## src/rtl/data_mem_sequencer.sv

```systemverilog
// Splits byte/half/word pipeline loads and stores into little-endian byte beats
// on an 8-bit single-port RAM, and lends idle RAM cycles to debug byte reads.
module data_mem_sequencer #(
    parameter int ADDR_WIDTH = 12
) (
    input  logic                  i_clk,
    input  logic                  i_reset,
    input  logic                  i_req_valid,
    input  logic                  i_req_write,
    input  logic [31:0]           i_req_addr,
    input  logic [31:0]           i_req_wdata,
    input  logic [1:0]            i_req_size,
    input  logic                  i_req_unsigned,
    output logic                  o_stall,
    output logic                  o_done,
    output logic [31:0]           o_rdata,
    input  logic                  i_dbg_req,
    input  logic [ADDR_WIDTH-1:0] i_dbg_addr,
    output logic                  o_dbg_ack,
    output logic [7:0]            o_dbg_data,
    output logic                  o_ram_write_enable,
    output logic [ADDR_WIDTH-1:0] o_ram_addr,
    output logic [7:0]            o_ram_data,
    input  logic [7:0]            i_ram_data
);

    typedef enum logic [1:0] {
        S_IDLE   = 2'd0,
        S_ACCESS = 2'd1,
        S_DONE   = 2'd2
    } state_t;

    state_t                r_state;
    state_t                w_next;
    logic [1:0]            r_beat;
    logic [ADDR_WIDTH-1:0] r_addr;
    logic [1:0]            r_size;
    logic                  r_write;
    logic                  r_unsigned;
    logic [31:0]           r_wdata;
    logic [31:0]           r_asm;
    logic                  r_dbg_ack;
    logic [7:0]            r_dbg_data;
    logic [1:0]            w_last_beat;
    logic [31:0]           w_wshift;
    logic                  w_start;
    logic                  w_unused;

    function automatic logic [31:0] extend_load(input logic [31:0] raw,
                                                input logic [1:0]  size,
                                                input logic        uns);
        case (size)
            2'b00:   extend_load = {{24{~uns & raw[7]}}, raw[7:0]};
            2'b01:   extend_load = {{16{~uns & raw[15]}}, raw[15:0]};
            default: extend_load = raw;
        endcase
    endfunction

    assign w_unused    = ^i_req_addr[31:ADDR_WIDTH];
    assign w_start     = (r_state == S_IDLE) && i_req_valid;
    assign w_last_beat = (r_size == 2'b00) ? 2'd0 : (r_size == 2'b01) ? 2'd1 : 2'd3;
    assign w_wshift    = r_wdata >> {r_beat, 3'b000};
    assign o_dbg_ack   = r_dbg_ack;
    assign o_dbg_data  = r_dbg_data;

    always_comb begin
        w_next             = r_state;
        o_stall            = 1'b0;
        o_done             = 1'b0;
        o_rdata            = '0;
        o_ram_write_enable = 1'b0;
        o_ram_addr         = '0;
        o_ram_data         = '0;
        case (r_state)
            S_IDLE: begin
                o_stall    = i_req_valid;
                o_ram_addr = i_dbg_addr;
                if (i_req_valid)
                    w_next = S_ACCESS;
            end
            S_ACCESS: begin
                o_stall    = 1'b1;
                o_ram_addr = r_addr + ADDR_WIDTH'(r_beat);
                if (r_write) begin
                    // A reset arriving mid-store must not let the current beat land.
                    o_ram_write_enable = ~i_reset;
                    o_ram_data         = w_wshift[7:0];
                end
                if (r_beat == w_last_beat)
                    w_next = S_DONE;
            end
            S_DONE: begin
                o_done  = 1'b1;
                o_rdata = r_write ? 32'd0 : extend_load(r_asm, r_size, r_unsigned);
                w_next  = S_IDLE;
            end
            default: w_next = S_IDLE;
        endcase
    end

    always_ff @(posedge i_clk) begin
        if (i_reset) begin
            r_state    <= S_IDLE;
            r_beat     <= 2'd0;
            r_dbg_ack  <= 1'b0;
            r_dbg_data <= 8'd0;
        end else begin
            r_state   <= w_next;
            r_dbg_ack <= 1'b0;
            case (r_state)
                S_IDLE: begin
                    r_beat <= 2'd0;
                    if (!i_req_valid && i_dbg_req) begin
                        r_dbg_ack  <= 1'b1;
                        r_dbg_data <= i_ram_data;
                    end
                end
                S_ACCESS: r_beat <= r_beat + 2'd1;
                default:  r_beat <= 2'd0;
            endcase
        end
    end

    // Request capture and load assembly: pure data, no reset needed.
    always_ff @(posedge i_clk) begin
        if (w_start) begin
            r_addr     <= i_req_addr[ADDR_WIDTH-1:0];
            r_size     <= i_req_size;
            r_write    <= i_req_write;
            r_unsigned <= i_req_unsigned;
            r_wdata    <= i_req_wdata;
            r_asm      <= '0;
        end else if (r_state == S_ACCESS && !r_write) begin
            r_asm <= r_asm | ({24'd0, i_ram_data} << {r_beat, 3'b000});
        end
    end

endmodule

```

## config.mk

```make
export PLATFORM = sky130hd
export DESIGN_NAME = data_mem_sequencer
export DESIGN_NICKNAME = d
export VERILOG_FILES = /design/src/rtl/data_mem_sequencer.sv
export SDC_FILE = /design/constraint.sdc
export NUM_CORES = 1
export LEC_CHECK = 0
export CORE_UTILIZATION = 35
export DETAILED_ROUTE_END_ITERATION = 10
export PLACE_DENSITY_LB_ADDON = 0.1
export SYNTH_ARGS = -nofsm -noshare
export SYNTH_HDL_FRONTEND = slang
export SYNTH_SLANG_ARGS = --single-unit
```

## constraint.sdc

```tcl
create_clock -name i_clk -period 4 [get_ports i_clk]
set_input_delay 0.8 -clock i_clk [delete_from_list [all_inputs] [get_ports i_clk]]
set_output_delay 0.8 -clock i_clk [all_outputs]
set_load 0.05 [all_outputs]
```

Word level (Yosys, flattened, before mapping)
Index checks and enable logic that the tools add are counted.
{"block": "totals", "regBits": 93, "in_bits": 92, "out_inout_bits": 64, "word_cells": 54}
{"block": "classes", "addsub": 2, "n_eq_ne": 6, "n_shift": 2, "muxes": 16, "bitwise_logic": 7, "reduce_logical": 11}
{"op": "32-bit 2-to-1 mux", "count": 2}
{"op": "32-bit case mux with 2 select lines", "count": 1}
{"op": "32-bit OR", "count": 1}
{"op": "8-bit by 5-bit left shift with 32-bit output", "count": 1}
{"op": "32-bit by 5-bit >> shifter with 8-bit output", "count": 1}
{"op": "12-bit case mux with 2 select lines", "count": 1}
{"op": "8-bit 2-to-1 mux", "count": 2}
{"op": "12-bit by 2-bit adder with 12-bit output", "count": 1}
{"op": "2-bit 2-to-1 mux", "count": 4}
{"op": "2-bit by 1-bit == test with 1-bit output, second input constant", "count": 2}
{"op": "2-bit zero test", "count": 2}
{"op": "1-bit 2-to-1 mux", "count": 4}
{"op": "2-bit inequality test, second input constant", "count": 2}
{"op": "1-bit inverter", "count": 4}
{"op": "2-bit case mux with 2 select lines", "count": 1}
{"op": "2-bit AND reduction", "count": 2}
{"op": "2-bit OR reduction", "count": 2}
{"op": "1-bit logical AND", "count": 3}
{"op": "2-bit by 1-bit adder with 2-bit output, second input constant", "count": 1}
{"op": "1-bit AND", "count": 2}
{"op": "2-bit == test", "count": 1}
{"op": "2-bit == test, second input constant", "count": 1}
{"op": "1-bit zero test", "count": 2}
{"op": "1-bit case mux with 2 select lines", "count": 1}

Depth between registers and ports, before layout
{"block": "logic_depth", "word_depth": 6, "mapped_depth": 8, "depth_no_buf": 6}

Least setup slack after synthesis
No wires, ideal clock.
{"block": "synth_path", "path_kind": "reg-to-output", "from": "reg r_beat[1]", "to": "out o_ram_addr[8]", "arrival_ps": 3311, "required_ps": 3200, "path_slack_ps": -111, "path_stages_with_launch": 8, "n_path_buf": 3, "path_cell_list": "dfxtp_1 -> buf_2 -> inv_1 -> buf_1 -> fa_1 -> clkbuf_1 -> or4_1 -> a311oi_1"}
{"block": "synth_between", "elab_chain_len": 2}
{"item": "from (decl)", "line_no": "35", "rtl": "logic [1:0] r_beat;"}
{"item": "from (signal assigned)", "line_no": "118", "rtl": "S_ACCESS: r_beat <= r_beat + 2'd1;"}
{"item": "12-bit by 2-bit adder with 12-bit output", "line_no": "83", "rtl": "o_ram_addr = r_addr + ADDR_WIDTH'(r_beat);"}
{"item": "12-bit case mux with 2 select lines", "line_no": "74", "rtl": "case (r_state)"}
{"item": "to (decl)", "line_no": "22", "rtl": "output logic [ADDR_WIDTH-1:0] o_ram_addr,"}
Every way passes these cells.

Final worst setup path
{"block": "layout_path", "from": "reg r_beat[1]", "to": "out o_ram_addr[5]"}
Same word-level chain as after synthesis.

==> summary.md <==
| Metric | Value |
|---|---|
| Status | `completed` |
| Final count of pins violating max slew | `0` |
| DR WL/cell | `16.0 µm` |
| Top routing layer used | `met4` |
| Most frequent cells after synthesis | `49 x nor2_1, 48 x edfxtp_1, 45 x dfxtp_1` |
| Boundary Pins | `156` |
| Die Width | `110 µm` |
| Synth Flop Type | `edfxtp_1` |
| Antenna violations before repair | `0` |
| Post-Syn Nets | `471` |
| WHS Path Cells | `2` |
| Leakage power | `approximately 2.1 nW` |
| DP Cell Count | `631` |
| CTS Root Cell | `clkbuf_16` |
| P&R area growth vs syn | `44.5%` |
| Max FO, Critical Path | `30` |
| CP Launch Type | `flop` |
| Vias in the first global route | `2,990` |
| Share of layout cells above drive strength 1 | `0.127` |
| # nets final | `slightly below 600` |
| M1 wire length | `4.70 mm` |
| Post_cts resized | `0` |
| Reg clk slew, reported paths | `0.06 ns` |
| CTS Buf Count | `9` |
| Required @ worst endpoint | `3.20 ns` |
| DR WL met3 | `~630 µm` |
| H-tree levels | `3` |
| Final Power | `2.42 mW` |
| IR drop worst, VDD | `0.239 mV` |
| Setup Buffers After CTS | `0` |
| Mapped Cells | `376` |
| Core ar. | `11,400 µm²` |
| Number of port buffers | `135` |
| Mapped cell area | `4080 µm²` |
| FF-to-FF path depth | `3` |
| Initial Util | `0.358` |
| Number of flops mapped to enable cells by yosys | `48` |
| Setup CP Type | `flop to output pin` |
| Cts hold-fix bufs | `0` |
| CTS sink count | `93` |
| FP Rows | `39` |
| WP data arrival | `between 2 and 3 ns` |
| All-Layer GR Usage | `0.172` |
| HPWL after DPL | `7.20 mm` |
| Max-cap violations | `0` |
| CTS Buffer Depth | `2` |
| Final min period | `3.51 ns` |
| Largest net degree at the start of global routing | `82` |
| CTS tree | `built` |
| Syn_area_per_cell | `10.9 µm²` |
| Largest cells by area after synthesis | `edfxtp_1 35%, dfxtp_1 22%, a31oi_1 4.6%` |
| Antenna cells | `0` |
| Worst-Margin Slew | `1.01 ns` |
| # DRC | `0` |
| Filler cell count | `1,070` |
| Via density | `5.12` |
| FFs w/ async S/R, synth | `0` |
| Worst Hold Class | `flop to flop` |
| Finished Layout Cells | `between 600 and 700` |
| Tcrit/Tclk final | `0.878` |
| Initial DRC Count | `153` |
| Flip-flop and latch count after synthesis | `93` |
| Synth warn | `0` |
| Share of Yosys cell area claimed by the top area cell type | `0.353` |
| TritonRoute pass-1 iters | `4` |
| Seq/Total Area, Yosys | `0.574` |
| Post-synth top area cell | `edfxtp_1` |
| Routed wire length on met2 | `4.96 mm` |
| Die ar. | `12,100 µm²` |
| Skew final | `0.00824 ns` |
| Via count | `3,310` |
| Final setup viols | `0` |
| Grt total ovfl | `0` |
| First-pass GRT wire length | `15.4 mm` |
| Final ANT Viol Nets | `0` |
| Post-Route WL | `10.4 mm` |
| RSZ-0062 raised after global routing | `no` |
| Die Y | `110 µm` |
| Sum Neg Setup Slack | `0 ns` |
| Synth cell types | `45` |
| Crit. End Element | `output pin` |
| Worst-skew pair later-pin latency | `0.33 ns` |
| Count leader, synth | `nor2_1` |
| Fmax | `0.285 GHz` |
| PwrDens | `410 nW/µm²` |
| Rel. slew slack | `0.329` |
| Hold Vio Cnt, Final | `0` |
| GPL Wtd Cong | `0.777` |
critical path: stages (launching register included):
cell and delay, ns:
dfxtp_1 0.32, buf_4 0.35, ha_1 0.30, a21oi_1 0.57
o21ai_0 0.17, a311oi_1 0.47, buf_12 0.20
final timing paths:
check                   to  slack [ns]     startpoint
max          o_ram_addr[5]        0.49      r_beat[1]
min          o_dbg_data[0]        0.46  o_dbg_data[0]
max reg2reg        r_write        1.85     r_state[0]
min reg2reg  o_dbg_data[0]        0.46  o_dbg_data[0]
metal layers:
layer / track usage / vias up
li1: - / 1621
met1: 0.224 / 1575
met4: 0.0533 / 0
met2: 0.280 / 108
met5: 0 / -
met3: 0.0441 / 6
through the flow:
stage	setup WS, ns	hold slack, ns	utilization	instance area (µm²)
final	0.489	0.457	0.517	5900
after global placement	0.874	0.439	0.491	5610
after floorplan	0.105	0.428	-	4090
after CTS	0.416	0.458	0.517	5900
after detailed placement	0.773	0.448	0.491	5610
after global routing	0.305	0.477	0.517	5900
sequential cells by signal, indices dropped and copies added (netlist names):
| name | flops |
|---|---|
| r_asm | 32 |
| r_addr | 12 |
| r_write | 1 |
| o_dbg_data | 8 |
| r_beat | 2 |
| r_unsigned | 1 |
| r_wdata | 32 |
| r_state | 2 |
| o_dbg_ack | 1 |
| r_size | 2 |
final cells by class:
| type | instances | area (µm²) | share of cell area |
|---|---|---|---|
| Multi-Input combinational cell | 244 | 1580 | 0.267 |
| Clock buffer | 9 | 225 | 0.0382 |
| Clock inverter | 7 | 66.3 | 0.0112 |
| Tap cell | 143 | 179 | 0.0303 |
| Sequential cell | 93 | 2340 | 0.397 |
| Inverter | 8 | 30.0 | 0.00509 |
| Timing Repair Buffer | 143 | 1480 | 0.251 |
report_power, final:
part | switching, mW | total (mW) | leakage [nW] | internal [mW]
registers | 0.0320 | 1.10 | 0.824 | 1.07
logic | 0.266 | 0.480 | 1.14 | 0.214
clock network | 0.372 | 0.835 | 0.152 | 0.462
total | 0.671 | 2.42 | 2.12 | 1.75
kinds of logic after synthesis:
logic type | count (synthesis) | synth area share
and+or+nand+nor | 149 | 0.192
DFF | 93 | 0.574
buffers and inverters | 39 | 0.0441
xor gates and xnor gates | 3 | 0.00643
muxes | 12 | 0.0542
AOI/OAI and AO/OA | 77 | 0.119
adders and majority gates | 3 | 0.0110
cell usage in the layout (no fill, tap or decap), drive strengths merged, types with 2 or more instances in the layout:
cell           Yosys  final
a21oi             20     20
a221o              2      2
a311oi             6      6
a31oi             30     30
and2               9      9
and3               9      9
buf               14     30
clkbuf            17      9
clkdlybuf4s50      0    113
dfxtp             45     45
edfxtp            48     48
ha                 2      2
inv                8     13
mux2i              3      3
mux4               8      8
nand2             19     19
nand2b             3      3
nand3              3      3
nand4              2      2
nor2              49     49
nor2b             20     20
nor3              21     21
nor4b              2      2
nor4bb             2      2
o21ai             11     11
o311a              2      2
o31ai              2      2
or3                3      3
or4                3      3
xnor2              2      2
Power figures use the tool's default switching activity.
